$ cat src/rtl/vote_pkg.sv
// rtl/vote_pkg.sv - shared types, defaults and majority helper for the vote arbiter
//
// Purpose : FSM state encoding, parameter defaults and the gate-level
//           2-of-3 majority function used by vote_arbiter.
// Ports   : none (package)
package vote_pkg;

   localparam int N_REQ_DEF = 3;
   localparam int CNT_W_DEF = 8;

   typedef enum logic {
      IDLE = 1'b0,
      RESP = 1'b1
   } state_t;

   // t = {in2, in1, in0}
   function automatic logic maj3(input logic [2:0] t);
      return ((t[0] | t[1]) & t[2]) | (t[0] & t[1]);
   endfunction

endpackage

$ cat src/rtl/vote_rr_sel.sv
// rtl/vote_rr_sel.sv - three-way round-robin grant selector
//
// Purpose : picks the first valid requester at or after ptr, wrapping 2->0.
// Ports   : req_val   [2:0] in  - requester valid bits
//           ptr       [1:0] in  - search start index (0..2)
//           grant     [2:0] out - one-hot grant, zero when nothing is valid
//           grant_idx [1:0] out - encoded index of the granted requester
module vote_rr_sel
   import vote_pkg::*;
(
   input  logic [2:0] req_val,
   input  logic [1:0] ptr,
   output logic [2:0] grant,
   output logic [1:0] grant_idx
);

   logic       found;
   logic [2:0] cand;

   always_comb begin
      grant     = '0;
      grant_idx = '0;
      found     = 1'b0;
      cand      = '0;
      for (int k = 0; k < 3; k++) begin
         // ptr + k stays below 5, so one conditional subtract gives mod 3
         cand = {1'b0, ptr} + 3'(k);
         if (cand >= 3'd3) begin
            cand = cand - 3'd3;
         end
         if (!found && req_val[cand[1:0]]) begin
            found                 = 1'b1;
            grant[cand[1:0]]      = 1'b1;
            grant_idx             = cand[1:0];
         end
      end
   end

endmodule

$ cat src/rtl/vote_arbiter.sv
// rtl/vote_arbiter.sv - round-robin arbiter returning a 2-of-3 majority per request
//
// Purpose : grants one of three requesters, computes the majority of its
//           triple, holds the result until accepted, counts accepted hits.
// Ports   : clk, rst_n        in  - clock, synchronous active-low reset
//           req_val  [N-1:0]  in  - requester valid
//           req_data [3N-1:0] in  - requester i triple at [3i+2:3i]
//           req_rdy  [N-1:0]  out - one-hot grant (IDLE only)
//           resp_val/id/out   out - registered result, zeroed when not valid
//           resp_rdy          in  - consumer accepts the result
//           hit_cnt  [W-1:0]  out - saturating count of accepted 1-results
module vote_arbiter
   import vote_pkg::*;
#(
   parameter int N_REQ = N_REQ_DEF,   // only 3 is supported
   parameter int CNT_W = CNT_W_DEF
) (
   input  logic               clk,
   input  logic               rst_n,
   input  logic [N_REQ-1:0]   req_val,
   input  logic [3*N_REQ-1:0] req_data,
   output logic [N_REQ-1:0]   req_rdy,
   output logic               resp_val,
   output logic [1:0]         resp_id,
   output logic               resp_out,
   input  logic               resp_rdy,
   output logic [CNT_W-1:0]   hit_cnt
);

   state_t           state_q;
   logic [1:0]       ptr_q, ptr_d;
   logic             resp_val_q;
   logic [1:0]       resp_id_q;
   logic             resp_out_q;
   logic [CNT_W-1:0] hit_cnt_q, hit_cnt_d;

   logic [2:0]       grant;
   logic [1:0]       grant_idx;
   logic [2:0]       triple;
   logic             xfer;

   vote_rr_sel u_sel (
      .req_val   (req_val),
      .ptr       (ptr_q),
      .grant     (grant),
      .grant_idx (grant_idx)
   );

   // Grants are only visible while idle and out of reset.
   assign req_rdy = (state_q == IDLE && rst_n) ? grant : '0;
   assign xfer    = |(req_val & req_rdy);

   always_comb begin
      triple = req_data[2:0];
      case (grant_idx)
         2'd1:    triple = req_data[5:3];
         2'd2:    triple = req_data[8:6];
         default: triple = req_data[2:0];
      endcase
   end

   assign ptr_d     = (grant_idx == 2'd2) ? 2'd0 : grant_idx + 2'd1;
   assign hit_cnt_d = (resp_out_q && (hit_cnt_q != {CNT_W{1'b1}}))
                      ? hit_cnt_q + CNT_W'(1) : hit_cnt_q;

   always_ff @(posedge clk) begin
      if (!rst_n) begin
         state_q    <= IDLE;
         ptr_q      <= '0;
         resp_val_q <= 1'b0;
         resp_id_q  <= '0;
         resp_out_q <= 1'b0;
         hit_cnt_q  <= '0;
      end else begin
         case (state_q)
            IDLE: begin
               if (xfer) begin
                  state_q    <= RESP;
                  ptr_q      <= ptr_d;
                  resp_val_q <= 1'b1;
                  resp_id_q  <= grant_idx;
                  resp_out_q <= maj3(triple);
               end
            end
            RESP: begin
               // Accept cycle returns to IDLE without granting, so the
               // next grant appears one cycle later.
               if (resp_rdy) begin
                  state_q    <= IDLE;
                  resp_val_q <= 1'b0;
                  resp_id_q  <= '0;
                  resp_out_q <= 1'b0;
                  hit_cnt_q  <= hit_cnt_d;
               end
            end
            default: state_q <= IDLE;
         endcase
      end
   end

   assign resp_val = resp_val_q;
   assign resp_id  = resp_id_q;
   assign resp_out = resp_out_q;
   assign hit_cnt  = hit_cnt_q;

endmodule

$ cat config.mk
export PLATFORM = sky130hd
export DESIGN_NAME = vote_arbiter
export DESIGN_NICKNAME = d
export VERILOG_FILES = /design/src/rtl/vote_pkg.sv /design/src/rtl/vote_rr_sel.sv /design/src/rtl/vote_arbiter.sv
export SDC_FILE = /design/constraint.sdc
export NUM_CORES = 1
export LEC_CHECK = 0
export ABC_AREA = 1
export BUFFER_PORTS_ARGS = -buffer_cell sky130_fd_sc_hd__buf_2
export CORE_ASPECT_RATIO = 0.75
export CORE_MARGIN = 2
export CORE_UTILIZATION = 52
export CTS_CLUSTER_DIAMETER = 30
export DETAILED_ROUTE_END_ITERATION = 7
export PLACE_DENSITY_LB_ADDON = 0.25
export SYNTH_ARGS = -nofsm -noshare
export SYNTH_HDL_FRONTEND = slang
export SYNTH_SLANG_ARGS = --single-unit
$ cat constraint.sdc
create_clock -name clk -period 2.6 [get_ports clk]
set_input_delay 0.13 -clock clk [delete_from_list [all_inputs] [get_ports clk]]
set_output_delay 0.13 -clock clk [all_outputs]
set_load 0.02 [all_outputs]
==> results list, run 1 <==
* Setup repair after global routing missed its margin: false
- By area, the combinational part of the netlist is dominated by simple AND/OR/NAND/NOR gates.
* Endpoints failing hold: 0
* TritonCTS Buffers: 3
* Iteration-0 DRC count of the detailed router: 51
- After clock tree synthesis, the flow added hold-fix buffers numbering 0.
- Startpoint kind of the worst setup timing path: register
- For this run, the post-layout net count is 226.
- The average instance in the mapped netlist occupies 6.55 µm².
* Largest delay contributor family on the critical path: simple AND/OR/NAND/NOR gates
- The initial utilization of the core area, before any placement, comes to 0.558.
* I/O pin cnt: 30
- Multiplexer share of the synthesized area: 0
- The congestion estimate from routability-driven global placement came to 0.867.
* Final count of negative-setup-slack endpoints: 0
- The HPWL after detailed placement is 2180 µm.
- The initial antenna violation count is 0.
- In this run the vertical extent of the chip is 44.4 µm.
- The worst setup path is captured at an output port.
- Required time at the endpoint of the critical path: 2.47 ns
- Cell Area, Synth: 0.00113 mm²
- Net count of the mapped netlist: 193
* Clk sink count: 15
- On the final layout, the worst clock skew is 0.0162 ns.
- For the pin with the worst max-slew slack, the measured transition is 0.545 ns.
* Wire length of the first global-routing pass: 4390 µm
* CTS clk-pin slew, worst paths: 0.11 ns
- Counting flops and latches in the post-synthesis netlist gives 15.
- Max-capacitance violation count: 0
* # DRC: 0
- On the worst path, the slowest cell contributes a delay of 0.44 ns.
* Share of synthesized cell area in and, or, nand and nor gates: 0.450
* Share of final-layout standard cells stronger than drive strength 1: 0.293
- Chip Width: 57.9 µm
* Root Buffer: clkbuf_4
- Post-DR vias/cell: 5.24
* Worst IR Drop VDD: 552 µV
* Maximum net fanout on the critical path: 7
- Number of optimization iterations in the first detailed-route pass: 4
- Critical Setup Path Class: register to output port
- Slowest cell on the critical path: ha_1
- Main flop type after synthesis: dfxtp_1
- The clock passes through at most 2 buffers.
* CTS tree: done
* Sequential-to-total area share from yosys stat: 0.265
- The floorplan step defined a die boundary enclosing 0.00257 mm².
* Async set-or-reset flop fraction in the synthesized netlist: 0
* Number of standard cells after synthesis: 173
- For this block, the via count after detailed routing is 1,201.
- Counting the fill cells in the layout gives 193.
- WL per Instance: 11.7 µm
- The library cell used most frequently in the layout, excluding fill and tap cells, is nand2_1.
- Synth unique cells: 28
* GRT Residual Overflow: 0
* Type of the most critical hold path: input port to register
- Complex-gate fraction of the synthesized area: 0.121
- In this run the standard cell core region covers 0.00203 mm².
* Period Utilization, post-route: 0.880
- Critical Path AT: 2.16 ns
* Number of core rows: 14
- Summing internal, switching and leakage power gives 1100 µW.
- Pin count of the biggest net entering global routing: 11
* Setup TNS Final: 0 ns
- After detailed placement, the design holds a cell count of 225.
- Post-CTS Repair Setup Buffers: 0
* Synth Area in Adders: 0.0552
- In the global route stage, overall resource usage came out at 0.222.
- Gates resized during post-CTS repair numbered 0.
- The Yosys step of the flow raised 0 warnings.
- The run finished with clean final reports.
- Dividing total power by cell area gives a power density of 828 mW/mm².
- Reported leakage power: 0.000699 µW
- Achievable clock frequency: 437 MHz
- Worst-Skew Late Latency: 0.29 ns
* Count of buffers from port buffering: 29
- CTS built an H-tree with a depth of 1.
- Tmin final: 2.29 ns
- Layout-stage area growth over the synthesis result: 17.4%
* Non-filler instance count after layout: 229
- Total wirelength of the detailed-routed design: 2680 µm
* Antenna cells: 0
- The top cell types in the final layout, fill and taps aside, are nand2_1, buf_2, inv_1, nand3_1, dfxtp_1.
- Fraction of synthesized cell area in xor and xnor cells: 0.0155
- The number of pins with negative max-slew slack in the final report came to 0.
* Rel. slew slack: 0.635
* Worst path buffer plus inverter count: 4
- The critical path goes through inv_1 > ha_1 > inv_2 > nand2_2 > nand2_1 > nand3_2 > nand4_2 > nand3_1 > nand2_1 > inv_1 > buf_2.
* Via count of the first global-routing pass: 1,046
- Counting flops with a built-in enable in the synthesized netlist gives 0.
* Count of nets left with antenna violations after detail routing: 0
==> worst register-to-register path, delay by kind of cell (launching register included) <==
family	cells	cell delay, ns
simple gates	11	0.80
fa+ha+maj	1	0.41
flops	1	0.40
buf+inv	3	0.27
compound gates	1	0.16
==> cell usage after synthesis (3+ instances only) <==
library cell  count  area, µm²
nand2_1          49        184
inv_1            18       67.6
nand3_1          16       80.1
dfxtp_1          15        300
nor2_1           14       52.6
a21oi_1           8       40.0
inv_2             7       26.3
nand2_2           6       37.5
ha_1              5       62.6
nand3_2           5       50.1
o21ai_0           4       20.0
nor3_1            3       15.0
o21ai_1           3       15.0
==> layer usage <==
layer,part of all wire,vias to the layer above,GRT usage
met5,0,-,0
met4,0.0030,0,0.0326
met3,0.066,2,0.0614
met2,0.46,42,0.382
met1,0.48,537,0.287
li1,-,620,-
==> metrics by stage <==
step	setup slack, ns	hold slack (ns)	cell area [µm²]	util
after floorplan	0.675	0.250	1130	-
after global placement	0.587	0.407	1300	0.640
after detailed placement	0.494	0.420	1300	0.640
after CTS	0.309	0.0952	1330	0.655
after global routing	0.138	0.122	1330	0.655
final	0.311	0.106	1330	0.655
==> logic make-up (layout without fill, tap and decap cells) <==
logic type / count (synthesis) / count (layout)
AOI/OAI and AO/OA: 22 / 22
xor gates and xnor gates: 2 / 2
buffers and inverters: 27 / 59
adders and majority gates: 5 / 5
DFF: 15 / 15
and+or+nand+nor: 102 / 102
==> registers in the layout, indices dropped and copies added (netlist names) <==
signal    count
resp_val      1
resp_out      1
state_q       1
ptr_q         2
hit_cnt       8
resp_id       2
==> final cells by class <==
cell class	count	area (µm²)	area share
Clock inverter	1	7.51	0.00564
Tap cell	24	30.0	0.0226
Multi-Input combinational cell	131	728	0.547
Sequential cell	15	300	0.226
Clock buffer	3	22.5	0.0169
Inverter	26	97.6	0.0733
Timing Repair Buffer	29	145	0.109
==> power breakdown <==
part,switching (µW),leakage (µW),internal [µW]
sequential,26.1,0.000122,268
clock,83.9,0.0000139,58.5
combinational,451,0.000563,215
==> path summary, 6_finish.rpt <==
| check | cells past startpoint | start | to | slack, ns |
|---|---|---|---|---|
| setup reg to reg | 16 | ptr_q[0]$_SDFFE_PN0P_ | resp_out$_SDFFE_PN0P_ | 0.45 |
| hold / removal | 3 | rst_n | ptr_q[0]$_SDFFE_PN0P_ | 0.11 |
| hold reg to reg | 2 | hit_cnt[4]$_SDFFE_PN0P_ | hit_cnt[4]$_SDFFE_PN0P_ | 0.46 |
| setup / recovery | 11 | ptr_q[0]$_SDFFE_PN0P_ | req_rdy[1] | 0.31 |
No activity file was read; power rests on OpenSTA's default activity.
==> run 2, diff against run 1 <==
--- a/config.mk
+++ b/config.mk
@@ -6,12 +6,12 @@
 export NUM_CORES = 1
 export LEC_CHECK = 0
 export ABC_AREA = 1
-export BUFFER_PORTS_ARGS = -buffer_cell sky130_fd_sc_hd__buf_2
 export CORE_ASPECT_RATIO = 0.75
 export CORE_MARGIN = 2
-export CORE_UTILIZATION = 52
+export CORE_UTILIZATION = 60
 export CTS_CLUSTER_DIAMETER = 30
 export DETAILED_ROUTE_END_ITERATION = 7
+export DONT_BUFFER_PORTS = 1
 export PLACE_DENSITY_LB_ADDON = 0.25
 export SYNTH_ARGS = -nofsm -noshare
 export SYNTH_HDL_FRONTEND = slang
==> run 2 against run 1 <==
Compared with the run above: sequential power increased by 10%; clock skew is 0.015 ns lower; cell count down 12%; die area down 12%; design area is 9.4% lower; combinational power down 8.3%; total power is 3.2% lower; wire length down 1.9%; count of clock-buffer cells in the layout unchanged; critical path depth increased by 1; register-to-register slack lost 0.02 ns; largest cell class unchanged.
==> results list, run 2 (same netlist as run 1, synthesis figures left out) <==
- Worst setup slack before clock tree synthesis: 0.463 ns
- In the final layout, the share of cells above drive strength 1 is 0.184.
* Register-to-Register Path Depth: 16
- Setup total negative slack on the finished layout was measured at 0 ns.
- In this run the worst hold path is classified as input port to register.
* Destination of the worst hold path: ptr_q[1]$_SDFFE_PN0P_
* Maximum net fanout on the critical path: 7
- Across all register-to-register paths, the minimum setup slack is 0.43 ns.
* CTS tree: done
* Count of buffers from port buffering: 0
- Traced cell by cell, the critical path runs through inv_1 > ha_1 > inv_2 > nand2_2 > inv_2 > nand2_2 > nand2_2 > nand3_1 > nand2_1 > inv_2 > a21boi_0 > buf_4.
- Using the TritonRoute via totals, the vias-per-cell ratio works out to 5.61.
* Met1 track utilization from global routing: 0.394
- In this run the number of cells on the critical path is 12.
- Slowest cell on the critical path: ha_1
- Worst Tran Pin Value: 0.522 ns
- Entering global routing, the biggest net connects 10 pins.
* Fin worst setup slack: 0.292 ns
- The area growth from synthesis to layout is 6.40%.
* Reg-to-Reg End: ptr_q[1]$_SDFFE_PN0P_
- Busiest metal layer after global routing: met1
- WL per Instance: 13.1 µm
* Clk sink count: 15
* Required time at the endpoint of the critical path: 2.47 ns
- In this run the count of I/O pins placed on the die edge is 30.
- IR analysis of the VDD net gives a maximum drop of 563 µV.
- Kind of end point of the critical path: output port
* # DRC: 0
* Depth of the CTS H-tree: 1
- M2 GR Usage: 0.366
- The number of pins with negative max-slew slack in the final report was 0.
- The pre-antenna-repair detailed-routing pass consisted of 4 iterations.
- Worst-Skew Late Latency: 0.28 ns
- Final net count: 200
* CTS clk-pin slew, worst paths: 0.09 ns
- Max-capacitance violation count: 0
* Number of core rows: 13
- Overall die height: 41.6 µm
- Clock Tree Buf Depth: 2
* Starting utilization of the core area: 0.645
- In the layout the commonest cells are nand2_1, inv_1, nand3_1, dfxtp_1, nor2_1.
- HPWL after DPL: 2110 µm
- For this run, the top clock speed supported by timing is 433 MHz.
* Vias post-DR: 1,127
* TritonCTS Buffers: 3
- The startpoint identified for the worst register-to-register timing path is ptr_q[0]$_SDFFE_PN0P_.
- In this run, the number of DRC markers left after iteration 0 of detailed routing was 48.
- Weighted congestion reported at the end of routability-driven placement: 0.886
- In the final layout, the multi-input gates occupy 728 µm².
- The kind of cell with the highest combined delay along the critical path is buffers and inverters.
- The sequential cells in the finished layout cover a total of 300 µm².
* Rel. slew slack: 0.651
- The final number of hold-violating endpoints is 0.
- # resized after CTS: 0
- The clock period could shrink to 2.31 ns.
- Startpoint kind of the worst setup timing path: register
- Seq pwr share: 0.304
- Root Buffer: clkbuf_4
* Wire length of the first global-routing pass: 4390 µm
- The share of total power dissipated in the clock network is 0.123.
- The run finished with clean final reports.
- Summed over all layers, the global routing overflow is 0.
- The initial antenna violation count was 0.
* Reported leakage power: 0.000581 µW
- Period Utilization, post-route: 0.888
* PwrDens: 884 mW/mm²
* Hold-fix buffer count after cts: 1
- Chip Width: 54.2 µm
- Internal portion of total power: 523 µW
- Logic pwr share: 0.573
- Total die area: 0.00226 mm²
* Critical Path AT: 2.18 ns
- Number of stages on the worst hold path: 2
- Worst path buffer plus inverter count: 5
* NetSw: 543 µW
* Core Region: 0.00176 mm²
- The startpoint identified for the worst hold timing path is rst_n.
- The number of global-route vias before repair is 1,046.
- Largest register FFs: 8
- The number of antenna diodes in the final layout is 0.
- Number of fill cells in the layout: 160
* Total power after layout: 1070 µW
- The critical path is of the register to output port type.
* Crit-path max cell delay: 0.42 ns
- Total track usage: 0.261
- For met3 alone, demand over resource in global routing was 0.0827.
* Clock Skews: 0.000774 ns
- Switch share: 0.509
- After clock tree synthesis, the setup repair step added 0 buffers.
* Most common cell after layout, fill and taps aside: nand2_1
- The detail route stage leaves a number of antenna-violating nets equal to 0.
- Setup repair after global routing missed its margin: false
- Total wirelength of the detailed-routed design: 2630 µm
- Setup violations remaining at the end of the flow were counted as 0.
==> run 2: changes by cell type in the layout (fill, tap and decap cells not counted) <==
| cell | previous run | this run |
|---|---|---|
| buf_2 | 29 | 0 |
| clkinvlp_4 | 1 | 0 |
| clkinv_2 | 0 | 1 |
| buf_4 | 0 | 2 |
| dlygate4sd3_1 | 0 | 1 |
==> run 2: cell type report <==
cell class,instances,area share
Multi-Input combinational cell,131,0.604
Clock buffer,3,0.0187
Sequential cell,15,0.249
Tap cell,22,0.0228
Inverter,26,0.0809
Timing Repair Buffer,3,0.0207
Clock inverter,1,0.00415
==> run 2: worst max-delay path by stage <==
stage / slack [ns] / startpoint / endpoint
after floorplan: 0.67 / ptr_q[0]$_SDFFE_PN0P_ / req_rdy[0]
after global placement: 0.54 / ptr_q[0]$_SDFFE_PN0P_ / resp_out$_SDFFE_PN0P_
after detailed placement: 0.46 / ptr_q[0]$_SDFFE_PN0P_ / resp_out$_SDFFE_PN0P_
after CTS: 0.30 / ptr_q[0]$_SDFFE_PN0P_ / req_rdy[0]
after global routing: 0.08 / ptr_q[0]$_SDFFE_PN0P_ / req_rdy[0]
final: 0.29 / ptr_q[0]$_SDFFE_PN0P_ / req_rdy[0]
==> run 2: worst register-to-register path, delay by kind of cell, from the launching register on <==
kind / cells / cell delay (ns)
and+or+nand+nor: 11 / 0.90
adders and majority gates: 1 / 0.42
DFF: 1 / 0.40
buffers and inverters: 3 / 0.28
AOI/OAI and AO/OA: 1 / 0.07
==> run 2: power by group through the flow <==
stage	logic (µW)	clock network [µW]	registers [µW]
after global placement	586	0	327
after CTS	608	136	324
after global routing	701	149	332
after floorplan	494	0	320
final	611	131	324
after detailed placement	603	0	329
==> run 2: per-stage QoR <==
step | hold WS (ns) | std cells | area [µm²] | utilization
final | 0.0850 | 201 | 1210 | 0.687
after global routing | 0.0934 | 201 | 1210 | 0.687
after CTS | 0.0668 | 201 | 1210 | 0.687
after global placement | 0.254 | 196 | 1170 | 0.665
after floorplan | 0.250 | 173 | 1130 | -
after detailed placement | 0.259 | 196 | 1170 | 0.665
==> run 2: per-layer routing <==
metal / wire [µm] / vias up / share of wire
met4: 0 / 0 / 0
met2: 1140 / 60 / 0.43
met1: 1230 / 495 / 0.47
li1: - / 572 / -
met3: 266 / 0 / 0.10
met5: 0 / - / 0
